$ cat config.mk
export PLATFORM = sky130hd
export DESIGN_NAME = led_blink_reporter
export DESIGN_NICKNAME = d
export VERILOG_FILES = /design/src/rtl/led_ui_pkg.sv /design/src/rtl/blink_timer.sv /design/src/rtl/led_blink_reporter.sv
export SDC_FILE = /design/constraint.sdc
export NUM_CORES = 1
export LEC_CHECK = 0
export BUFFER_PORTS_ARGS = -buffer_cell sky130_fd_sc_hd__buf_2
export CORE_UTILIZATION = 61
export CTS_BUF_LIST = sky130_fd_sc_hd__clkbuf_8
export CTS_CLUSTER_SIZE = 16
export DETAILED_ROUTE_END_ITERATION = 16
export HOLD_SLACK_MARGIN = 0.08
export PLACE_DENSITY = 0.8
export SETUP_SLACK_MARGIN = 0.2
export SYNTH_ARGS = -nofsm -noshare
export SYNTH_HDL_FRONTEND = slang
export SYNTH_SLANG_ARGS = --single-unit
export TNS_END_PERCENT = 30
$ cat constraint.sdc
create_clock -name clk -period 3.51 [get_ports clk]
set_input_delay 0.702 -clock clk [delete_from_list [all_inputs] [get_ports clk]]
set_output_delay 0.702 -clock clk [all_outputs]
set_load 0.01 [all_outputs]
$ cat src/rtl/led_ui_pkg.sv
// Shared types and timing constants for the LED user-interface blocks.
package led_ui_pkg;

    typedef enum logic [1:0] {
        ST_IDLE = 2'd0,
        ST_ON   = 2'd1,
        ST_OFF  = 2'd2,
        ST_DONE = 2'd3
    } blink_state_e;

    localparam int unsigned CLK_HZ = 10_000_000;

    function automatic int unsigned ms_to_cycles(input int unsigned ms);
        return (CLK_HZ / 1000) * ms;
    endfunction

    localparam int unsigned BLINK_ON_CYCLES  = ms_to_cycles(200);
    localparam int unsigned BLINK_OFF_CYCLES = ms_to_cycles(200);

endpackage

$ cat src/rtl/blink_timer.sv
// Phase down-counter: loads a value, counts down to zero and holds there.
module blink_timer #(
    parameter int unsigned W = 1
) (
    input  logic         clk,
    input  logic         rst_n,
    input  logic         load,
    input  logic [W-1:0] load_val,
    output logic         zero
);

    logic [W-1:0] cnt_q;
    logic [W-1:0] cnt_d;

    // Saturate at zero so an idle timer never wraps.
    always_comb begin
        cnt_d = cnt_q;
        if (load) begin
            cnt_d = load_val;
        end else if (cnt_q != '0) begin
            cnt_d = cnt_q - W'(1);
        end
    end

    always_ff @(posedge clk or negedge rst_n) begin
        if (!rst_n) begin
            cnt_q <= '0;
        end else begin
            cnt_q <= cnt_d;
        end
    end

    assign zero = (cnt_q == '0);

endmodule

$ cat src/rtl/led_blink_reporter.sv
// Emits `count` LED blinks on request, then a one-cycle done pulse.
module led_blink_reporter
    import led_ui_pkg::*;
#(
    parameter int unsigned ON_CYCLES  = BLINK_ON_CYCLES,
    parameter int unsigned OFF_CYCLES = BLINK_OFF_CYCLES
) (
    input  logic       clk,
    input  logic       rst_n,
    input  logic       start,
    input  logic [3:0] count,
    output logic       ready,
    output logic       done,
    output logic       led_out
);

    localparam int unsigned CNT_W      = 4;
    localparam int unsigned MAX_CYCLES = (ON_CYCLES > OFF_CYCLES) ? ON_CYCLES : OFF_CYCLES;
    localparam int unsigned TIMER_W    = (MAX_CYCLES > 1) ? $clog2(MAX_CYCLES) : 1;
    // Timer runs N-1 .. 0, so a phase lasts exactly N cycles.
    localparam logic [TIMER_W-1:0] ON_LOAD  = TIMER_W'(ON_CYCLES - 1);
    localparam logic [TIMER_W-1:0] OFF_LOAD = TIMER_W'(OFF_CYCLES - 1);

    blink_state_e       state_q, state_d;
    logic [CNT_W-1:0]   remaining_q, remaining_d;
    logic               led_q, led_d;
    logic               ready_q, ready_d;
    logic               done_q, done_d;
    logic               timer_load_c;
    logic [TIMER_W-1:0] timer_val_c;
    logic               timer_zero;

    blink_timer #(
        .W (TIMER_W)
    ) u_timer (
        .clk      (clk),
        .rst_n    (rst_n),
        .load     (timer_load_c),
        .load_val (timer_val_c),
        .zero     (timer_zero)
    );

    // Next state, counter update and timer reload on each phase entry.
    always_comb begin
        state_d      = state_q;
        remaining_d  = remaining_q;
        timer_load_c = 1'b0;
        timer_val_c  = ON_LOAD;
        case (state_q)
            ST_IDLE: begin
                if (start) begin
                    remaining_d = count;
                    if (count != '0) begin
                        state_d      = ST_ON;
                        timer_load_c = 1'b1;
                        timer_val_c  = ON_LOAD;
                    end else begin
                        state_d = ST_DONE;
                    end
                end
            end
            ST_ON: begin
                if (timer_zero) begin
                    state_d      = ST_OFF;
                    timer_load_c = 1'b1;
                    timer_val_c  = OFF_LOAD;
                    if (remaining_q != '0) begin
                        remaining_d = remaining_q - CNT_W'(1);
                    end
                end
            end
            ST_OFF: begin
                if (timer_zero) begin
                    if (remaining_q != '0) begin
                        state_d      = ST_ON;
                        timer_load_c = 1'b1;
                        timer_val_c  = ON_LOAD;
                    end else begin
                        state_d = ST_DONE;
                    end
                end
            end
            ST_DONE: begin
                state_d = ST_IDLE;
            end
            default: begin
                state_d = ST_IDLE;
            end
        endcase
        // Outputs decoded from the next state so they are pure flops.
        led_d   = (state_d == ST_ON);
        ready_d = (state_d == ST_IDLE);
        done_d  = (state_d == ST_DONE);
    end

    always_ff @(posedge clk or negedge rst_n) begin
        if (!rst_n) begin
            state_q     <= ST_IDLE;
            remaining_q <= '0;
            led_q       <= 1'b0;
            ready_q     <= 1'b1;
            done_q      <= 1'b0;
        end else begin
            state_q     <= state_d;
            remaining_q <= remaining_d;
            led_q       <= led_d;
            ready_q     <= ready_d;
            done_q      <= done_d;
        end
    end

    assign led_out = led_q;
    assign ready   = ready_q;
    assign done    = done_q;

endmodule

## Word level (Yosys, flattened, before mapping)

Index checks and enable logic that the tools add are counted.
Widths: inputs -> output; s select.

| storage, ports and cells | value |
|---|---|
| bits of input ports | 7 |
| output and inout port bits | 3 |
| flip-flop bits (word level) | 30 |
| logic and storage cells | 43 |

| cells by class | value |
|---|---|
| reduce and logical (&&, ||, !) cells | 9 |
| multiplexer cells | 18 |
| equal/unequal tests | 8 |
| $add $sub $neg | 2 |

Operators by type and width:

| kind | number |
|---|---|
| $mux 21 | 2 |
| $logic_not 21->1 | 1 |
| $reduce_bool 21->1 | 1 |
| $sub 21x1->21 const B | 1 |
| $mux 4 | 3 |
| $mux 2 | 5 |
| $pmux 2 s4 | 1 |
| $pmux 4 s2 | 1 |
| $reduce_bool 4->1 | 2 |
| $eq 2x2->1 const B | 3 |
| $ne 2x2->1 const B | 3 |
| $mux 1 | 5 |
| $eq 2x1->1 const B | 2 |
| $logic_not 2->1 | 2 |
| $reduce_and 4->1 | 1 |
| $reduce_bool 2->1 | 2 |
| $sub 4x1->4 const B | 1 |
| $pmux 1 s3 | 1 |

## Logic depth before layout (Yosys ltp)

Gate-level depths: netlist (run 1).

| depth | value |
|---|---|
| depth after elaboration | 5 |
| gate-level depth with buffers | 10 |
| gate-level depth less buffers | 7 |

## Cells and area by module

A second synthesis (run 1) with hierarchy kept.

| second synthesis, totals | value |
|---|---|
| cell total of the unflattened synthesis | 186 |
| area total of the unflattened synthesis | 1,850.5 µm² |

By module, submodules not included:

| module | area an instance (µm²) | seq. area each (µm²) | cells each | times used |
|---|---|---|---|---|
| blink_timer | 1,297.5 | 525.5 | 129 | 1 |
| led_blink_reporter | 553.0 | 226.5 | 57 | 1 |

## Worst setup path after synthesis (run 1)

No wires, ideal clock.

| path | value |
|---|---|
| path kind | register -> register |
| start | register u_timer.cnt_q[0] |
| end | register u_timer.cnt_q[11] |
| clock period less this slack | 2.441 ns |
| stages on the path, launching flop included | 10 |
| data arrival time | 2.320 ns |
| library setup time | 0.121 ns |
| data required time | 3.389 ns |
| slack | 1.069 ns |
| path buffers | 2 |
| cells stage by stage | dfrtp_1 -> inv_1 -> ha_1 -> buf_2 -> or4b_1 -> or3_1 -> buf_2 -> nor4b_4 -> o31a_2 -> nor2_1 |

| on the way | value |
|---|---|
| word-level cells in the longest chain between the ends | 4 |
| elaborated cells between the ends (all ways) | 9 |
| those cells by class | add/sub (1); mux (5); reduce/logical (3) |

Ends and longest elaborated chain:

| item | line | source |
|---|---|---|
| from (decl) | blink_timer.sv:12 | `logic [W-1:0] cnt_q;` |
| from (signal assigned) | blink_timer.sv:29 | `cnt_q <= cnt_d;` |
| branches (longest 4 deep; another with $sub 21x1->21) | n/a |  |

Parallel ways; which one is timed is not known. The select of a mux whose other input is x is not followed.
A chain may end at the register's enable or synchronous reset.

## Worst setup path after layout (run 1)

| path | value |
|---|---|
| start | register u_timer.cnt_q[0] |
| end | register state_q[0] |

| on the way | value |
|---|---|
| word-level cells in the longest chain between the ends | 3 |
| elaborated cells between the ends (all ways) | 4 |
| those cells by class | mux (3); reduce/logical (1) |

Ends and longest elaborated chain:

| item | line | source |
|---|---|---|
| $logic_not 21->1 * | blink_timer.sv:33 | `assign zero = (cnt_q == '0);` |
| $mux 2 (on tied branches) | led_blink_reporter.sv:73, led_blink_reporter.sv:63 |  |
| $pmux 2 s4 * | led_blink_reporter.sv:49 | `case (state_q)` |
| net state_d[0] | led_blink_reporter.sv:24 | `blink_state_e state_q, state_d;` |
| to (signal assigned) | led_blink_reporter.sv:104 | `state_q <= state_d;` |
| to (decl) | led_blink_reporter.sv:24 |  |

The timed path passes the listed nets; every way through them passes the cells marked *.

==> results of run 1 <==
power by group through the flow:
stage	Clock, mW	Combinational (mW)	Sequential (mW)
after floorplan	0	0.306	0.464
final	0.248	0.333	0.518
after detailed placement	0	0.332	0.521
after global placement	0	0.316	0.516
after CTS	0.253	0.332	0.516
after global routing	0.266	0.373	0.531
per-stage QoR:
step | hold slack, ns | std cells | area, sq um
2_1_floorplan | 0.4064 | 188 | 1729
3_3_place_gp | 0.5109 | 219 | 1765
3_5_place_dp | 0.5112 | 219 | 1765
4_1_cts | 0.4564 | 226 | 1842
5_1_grt | 0.4940 | 226 | 1842
6_report | 0.4434 | 226 | 1842
area by class of cell:
type                            count  area (sq um)  area share [%]
Timing Repair Buffer               10         52.55           2.853
Clock inverter                      2         7.507          0.4076
Multi-Input combinational cell    145         908.4           49.32
Sequential cell                    30         752.0           40.83
Clock buffer                        5         68.82           3.736
Inverter                            4         15.01          0.8152
Tap cell                           30         37.54           2.038
state kept, by name, summed over array words and instances, names as in the netlist:
| name | flops |
|---|---|
| done | 1 |
| led_out | 1 |
| ready | 1 |
| remaining_q | 4 |
| state_q | 2 |
| u_timer.cnt_q | 21 |
synthesized netlist by cell type, types with 3 or more instances:
library cell  number  area share [%]
dfrtp_1           29              42
nor2_1            22             4.8
nand2_1           20             4.3
a21oi_1           12             3.5
nor3_1            10             2.9
xnor2_1           10             5.1
o21ai_0            7             2.0
a31oi_1            5             1.8
nand3_1            5             1.4
or4_1              5             2.2
buf_2              4             1.2
inv_1              4            0.87
nand2b_1           4             1.4
or3_1              4             1.4
clkbuf_1           3            0.65
nor2b_1            3             1.1
o22ai_1            3             1.1
cell families after synthesis:
logic type,synth area share [%]
flip-flops,43.49
buffers and inverters,3.979
XOR/XNOR,5.571
AND/OR/NAND/NOR,29.30
AO/OA/AOI/OAI,16.21
adder cells (fa/ha/maj),1.447
worst paths after layout:
check                                                  start                            end  slack (ns)  cells past startpoint
worst max register to register  u_timer.cnt_q[0]$_DFFE_PN0P_           state_q[0]$_DFF_PN0_        0.58                      7
worst min-delay path                                   rst_n  u_timer.cnt_q[20]$_DFFE_PN0P_        0.44                      1
max in group asynchronous                              rst_n     remaining_q[0]$_DFFE_PN0P_        2.63                      1
worst max-delay path            u_timer.cnt_q[0]$_DFFE_PN0P_           state_q[0]$_DFF_PN0_        0.58                      7
min in group clk                u_timer.cnt_q[4]$_DFFE_PN0P_   u_timer.cnt_q[4]$_DFFE_PN0P_        0.53                      2
worst min register to register  u_timer.cnt_q[4]$_DFFE_PN0P_   u_timer.cnt_q[4]$_DFFE_PN0P_        0.53                      2
metal layers:
layer	vias up	share of wire [%]	routed length [microns]
met4	0	1.1	38
met5	-	0	0
li1	690	-	-
met1	703	45	1621
met3	8	5.9	212
met2	41	48	1746
worst max-delay path, cell delays in order (launching register included):
cell and delay, ns:
dfrtp_1 0.40, inv_1 0.10, ha_1 0.36, or4b_1 0.60, or3_1 0.58, nor2_1 0.45
a21oi_1 0.13, a21boi_0 0.15
cells in the final DEF, fill, tap and decap left out, types with 3 or more instances in the layout:
cell and instances:
dfrtp_1 29, nor2_1 22, nand2_1 20, a21oi_1 12
nor3_1 10, xnor2_1 10, buf_2 9, o21ai_0 7
inv_1 6, or4_1 5, a31oi_1 5, nand3_1 5
clkbuf_8 5, or3_1 4, nand2b_1 4, o22ai_1 3
nor2b_1 3
==> flow_summary.json, run 1 <==
{
  "status": "complete, no violations",
  "slew-limit-headroom_pct": 35.62,
  "rows": 18,
  "netSwitchingFraction_pct": 37.61,
  "required_ns": 3.64,
  "start_util_pct": 67.35,
  "p_leak_nw": 0.6944,
  "vdd_drop_max_mv": 0.5193,
  "min_period_over_period_pct": 83.35,
  "dp_hpwl_microns": 2625,
  "path_max_fanout": 10,
  "cts_made_buffers": 5,
  "cellPowerDensity_nw_per_um2": 596.9,
  "synth.net_count": 197,
  "synth-warning-count": 0,
  "drt_wl_total_microns": 3619,
  "drive_above_1_share_pct": 12.76,
  "power_frac_clock_pct": 22.6,
  "worst_slack_ns": 0.5844,
  "clkTransAtPathRegs_ns": 0.06,
  "ys_ff_latch": 30,
  "fillers": 182,
  "n_antenna_cell": 0,
  "dr.pass1.iters": 4,
  "final-hold-violation-count": 0,
  "antenna_found_initial": 0,
  "grt_pass1_wl_microns": 6341,
  "dieArea_sq_um": 3051,
  "p_switching_mw": 0.4135,
  "max_freq_ghz": 0.3418,
  "tightest_slew_ns": 0.9599,
  "met3_usage_pct": 8.431,
  "drt_iter0_drc": 91,
  "hp-class": "in2async",
  "setup.worst_path.start_class": "flop",
  "area_growth_pct": 6.513,
  "setup_viol": 0,
  "gr-usage-met2_pct": 40.10,
  "synth_area_sq_um": 1729,
  "use_met1_pct": 35.18,
  "maxSlewViolCount": 0,
  "clockBufferDepth": 2,
  "final_util_pct": 71.73,
  "die_x_microns": 55.24,
  "post_cts_resized": 0,
  "grt.busiest_layer": "met2",
  "synth_edf_count": 0,
  "ys_seq_area_share_pct": 43.49,
  "synthCells": 188,
  "dieHeight_microns": 55.24,
  "clk_latency_ns": 0.28,
  "setup_tns_ns": 0,
  "drc": 0,
  "dp_slack_ns": 0.6424,
  "gp_congestion": 0.8702,
  "overflow": 0,
  "antenna_left": 0,
  "skew_ns": 0.006393,
  "seq_power_share_pct": 47.1,
  "grt_max_degree": 31,
  "vias_per_cell": 6.381,
  "finalPower_mw": 1.099,
  "setup.worst_path.class": "reg2reg",
  "synth_cell_type_count": 45,
  "nets": 205,
  "fin_crit_ns": 2.926,
  "cts_setup_buffers": 0,
  "core_sq_um": 2567,
  "track_usage_pct": 26.72,
  "ctsHoldBuffers": 0,
  "rsz0062_at_grt": "false",
  "ys_async_sr_fraction_pct": 100.0,
  "synth_ff_type": "dfrtp_1",
  "io_buffers": 9,
  "critPathCaptureType": "flop",
  "htree_num_levels": 2,
  "syn_area_per_cell_sq_um": 9.198,
  "wl_per_cell_microns": 16.01,
  "dr_total_vias": 1442,
  "root_buffer": "clkbuf_8",
  "p_comb_share_pct": 30.3,
  "maxCapViolations": 0,
  "cts_tree": "done",
  "worst-endpoint-arrival_ns": 3.06,
  "grt_pass1_vias": 1435,
  "num_io_pins": 10,
  "cts.sinks": 30,
  "p_int_mw": 0.6859
}
Power figures use the tool's default switching activity.
==> run 2: changes to the inputs <==
--- a/config.mk
+++ b/config.mk
@@ -6,12 +6,12 @@
 export NUM_CORES = 1
 export LEC_CHECK = 0
 export BUFFER_PORTS_ARGS = -buffer_cell sky130_fd_sc_hd__buf_2
-export CORE_UTILIZATION = 61
+export CORE_UTILIZATION = 56
 export CTS_BUF_LIST = sky130_fd_sc_hd__clkbuf_8
 export CTS_CLUSTER_SIZE = 16
 export DETAILED_ROUTE_END_ITERATION = 16
 export HOLD_SLACK_MARGIN = 0.08
-export PLACE_DENSITY = 0.8
+export PLACE_DENSITY = 0.77
 export SETUP_SLACK_MARGIN = 0.2
 export SYNTH_ARGS = -nofsm -noshare
 export SYNTH_HDL_FRONTEND = slang
==> constraint.sdc (replaced) <==
create_clock -name clk -period 2.4 [get_ports clk]
set_input_delay 0.48 -clock clk [delete_from_list [all_inputs] [get_ports clk]]
set_output_delay 0.48 -clock clk [all_outputs]
set_load 0.01 [all_outputs]
==> flow_summary.json, run 2 (same netlist as run 1, synthesis figures left out) <==
{
  "dr.pass1.iters": 11,
  "max_freq_ghz": 0.4135,
  "startpoint": "u_timer.cnt_q[19]$_DFFE_PN0P_",
  "dp_hpwl_microns": 2948,
  "rsz0062_at_grt": "true",
  "start_util_pct": 61.12,
  "rows": 19,
  "area_growth_pct": 32.34,
  "core_sq_um": 2829,
  "mostFrequentLayoutCells": "buf_4 (34), dfrtp_1 (29), nor2_1 (21), nand2_1 (20)",
  "drc": 3,
  "violations": "DRC, setup timing",
  "root_buffer": "clkbuf_8",
  "ctsHoldBuffers": 0,
  "clk_latency_ns": 0.28,
  "htree_num_levels": 2,
  "slew-limit-headroom_pct": 28.72,
  "die_x_microns": 57.57,
  "reg2reg_from": "u_timer.cnt_q[19]$_DFFE_PN0P_",
  "io_buffers": 9,
  "n_antenna_cell": 0,
  "worst_slack_ns": -0.01814,
  "largest-register": "u_timer.cnt_q",
  "track_usage_pct": 30.23,
  "setup_viol": 2,
  "critPathCaptureType": "flop",
  "maxSlewViolCount": 0,
  "status": "finished with violations",
  "cts_made_buffers": 5,
  "vias_per_cell": 6.606,
  "vdd_drop_max_mv": 0.6485,
  "grt_max_degree": 31,
  "finalPower_mw": 1.935,
  "cts.sinks": 30,
  "hp-class": "in2async",
  "gp_congestion": 0.9523,
  "nets": 241,
  "num_io_pins": 10,
  "largest_reg_flops": 21,
  "setup.worst_path.start_class": "flop",
  "wl_per_cell_microns": 19.16,
  "maxCapViolations": 0,
  "reg_top3": "u_timer.cnt_q x21, remaining_q x4, state_q x2",
  "worst-endpoint-arrival_ns": 2.58,
  "fin_crit_ns": 2.418,
  "cts_tree": "done",
  "setup.worst_path.class": "reg2reg",
  "antenna_left": 0,
  "grt_pass1_vias": 1589,
  "drt_iter0_drc": 136,
  "clockBufferDepth": 2,
  "skew_ns": 0.006585,
  "dr_total_vias": 1744,
  "p_leak_nw": 0.8955,
  "layout.cells.non_filler": 264,
  "overflow": 0,
  "path_max_fanout": 8,
  "min_period_over_period_pct": 100.8,
  "cellPowerDensity_nw_per_um2": 845.7,
  "reg2reg_slack_ns": -0.02,
  "dieArea_sq_um": 3314,
  "final_common_cell": "buf_4",
  "tightest_slew_ns": 1.067,
  "antenna_found_initial": 0,
  "required_ns": 2.56,
  "final-hold-violation-count": 0,
  "dp_cells": 241,
  "grt_pass1_wl_microns": 7362,
  "drive_above_1_share_pct": 35.19,
  "clkTransAtPathRegs_ns": 0.06,
  "drt_wl_total_microns": 5057,
  "dieHeight_microns": 57.57
}
[run 2: layer usage]
layer / track usage (%) / vias to the layer above / part of all wire (%)
li1: - / 774 / -
met1: 37.91 / 824 / 37
met2: 50.00 / 114 / 50
met3: 5.215 / 32 / 8.3
met4: 15.68 / 0 / 4.5
met5: 0 / - / 0
[run 2: through the flow]
step                      setup TNS [ns]  setup WS, ns  instance area, sq um  hold WS (ns)  util (%)
final                           -0.01923      -0.01814                  2288        0.2140     80.89
after global routing             -0.3914      -0.05751                  2288        0.2683     80.89
after CTS                              0       0.07075                  2141        0.2267     75.67
after detailed placement         -0.2906      -0.03446                  1941        0.5370     68.60
after global placement                 0       0.05739                  1941        0.5194     68.60
after floorplan                        0       0.05397                  1758        0.1844         -
[run 2: repair_timing]
action | CTS | global route
setup buffers | 7 | 7
gates cloned | 1 | 0
resized for setup | 6 | 20
setup endpoints to repair | 28 | 28
hold endpoints to repair | 0 | 0
pin swaps | 7 | 18
[run 2: path summary, 6_finish.rpt]
| kind | endpoint | cells after the start |
|---|---|---|
| max | u_timer.cnt_q[9]$_DFFE_PN0P_ | 6 |
| min | u_timer.cnt_q[4]$_DFFE_PN0P_ | 1 |
| max reg2reg | u_timer.cnt_q[9]$_DFFE_PN0P_ | 6 |
| min reg2reg | u_timer.cnt_q[8]$_DFFE_PN0P_ | 2 |
| max in group asynchronous | remaining_q[3]$_DFFE_PN0P_ | 1 |
| min in group clk | remaining_q[2]$_DFFE_PN0P_ | 3 |
[run 2: final cells by class]
| type | instances | area, sq um |
|---|---|---|
| multi-input cells | 146 | 1069 |
| flip-flops and latches | 30 | 752.0 |
| fillers | 154 | 540.5 |
| repair buffers | 45 | 322.8 |
| clock buffers | 6 | 82.58 |
| well taps | 31 | 38.79 |
| inverters | 4 | 15.01 |
| clock inverters | 2 | 8.758 |
[run 2: power by group]
group | internal [mW] | switching, mW
clock network | 0.226 | 0.180
logic | 0.343 | 0.470
registers | 0.608 | 0.108
total | 1.18 | 0.758
[run 2: critical path, cell delays in order (launching register included)]
cell,delay [ns]
dfrtp_1,0.38
or4_4,0.56
or4b_4,0.60
o31ai_4,0.28
buf_4,0.20
o31a_4,0.21
a21oi_1,0.07
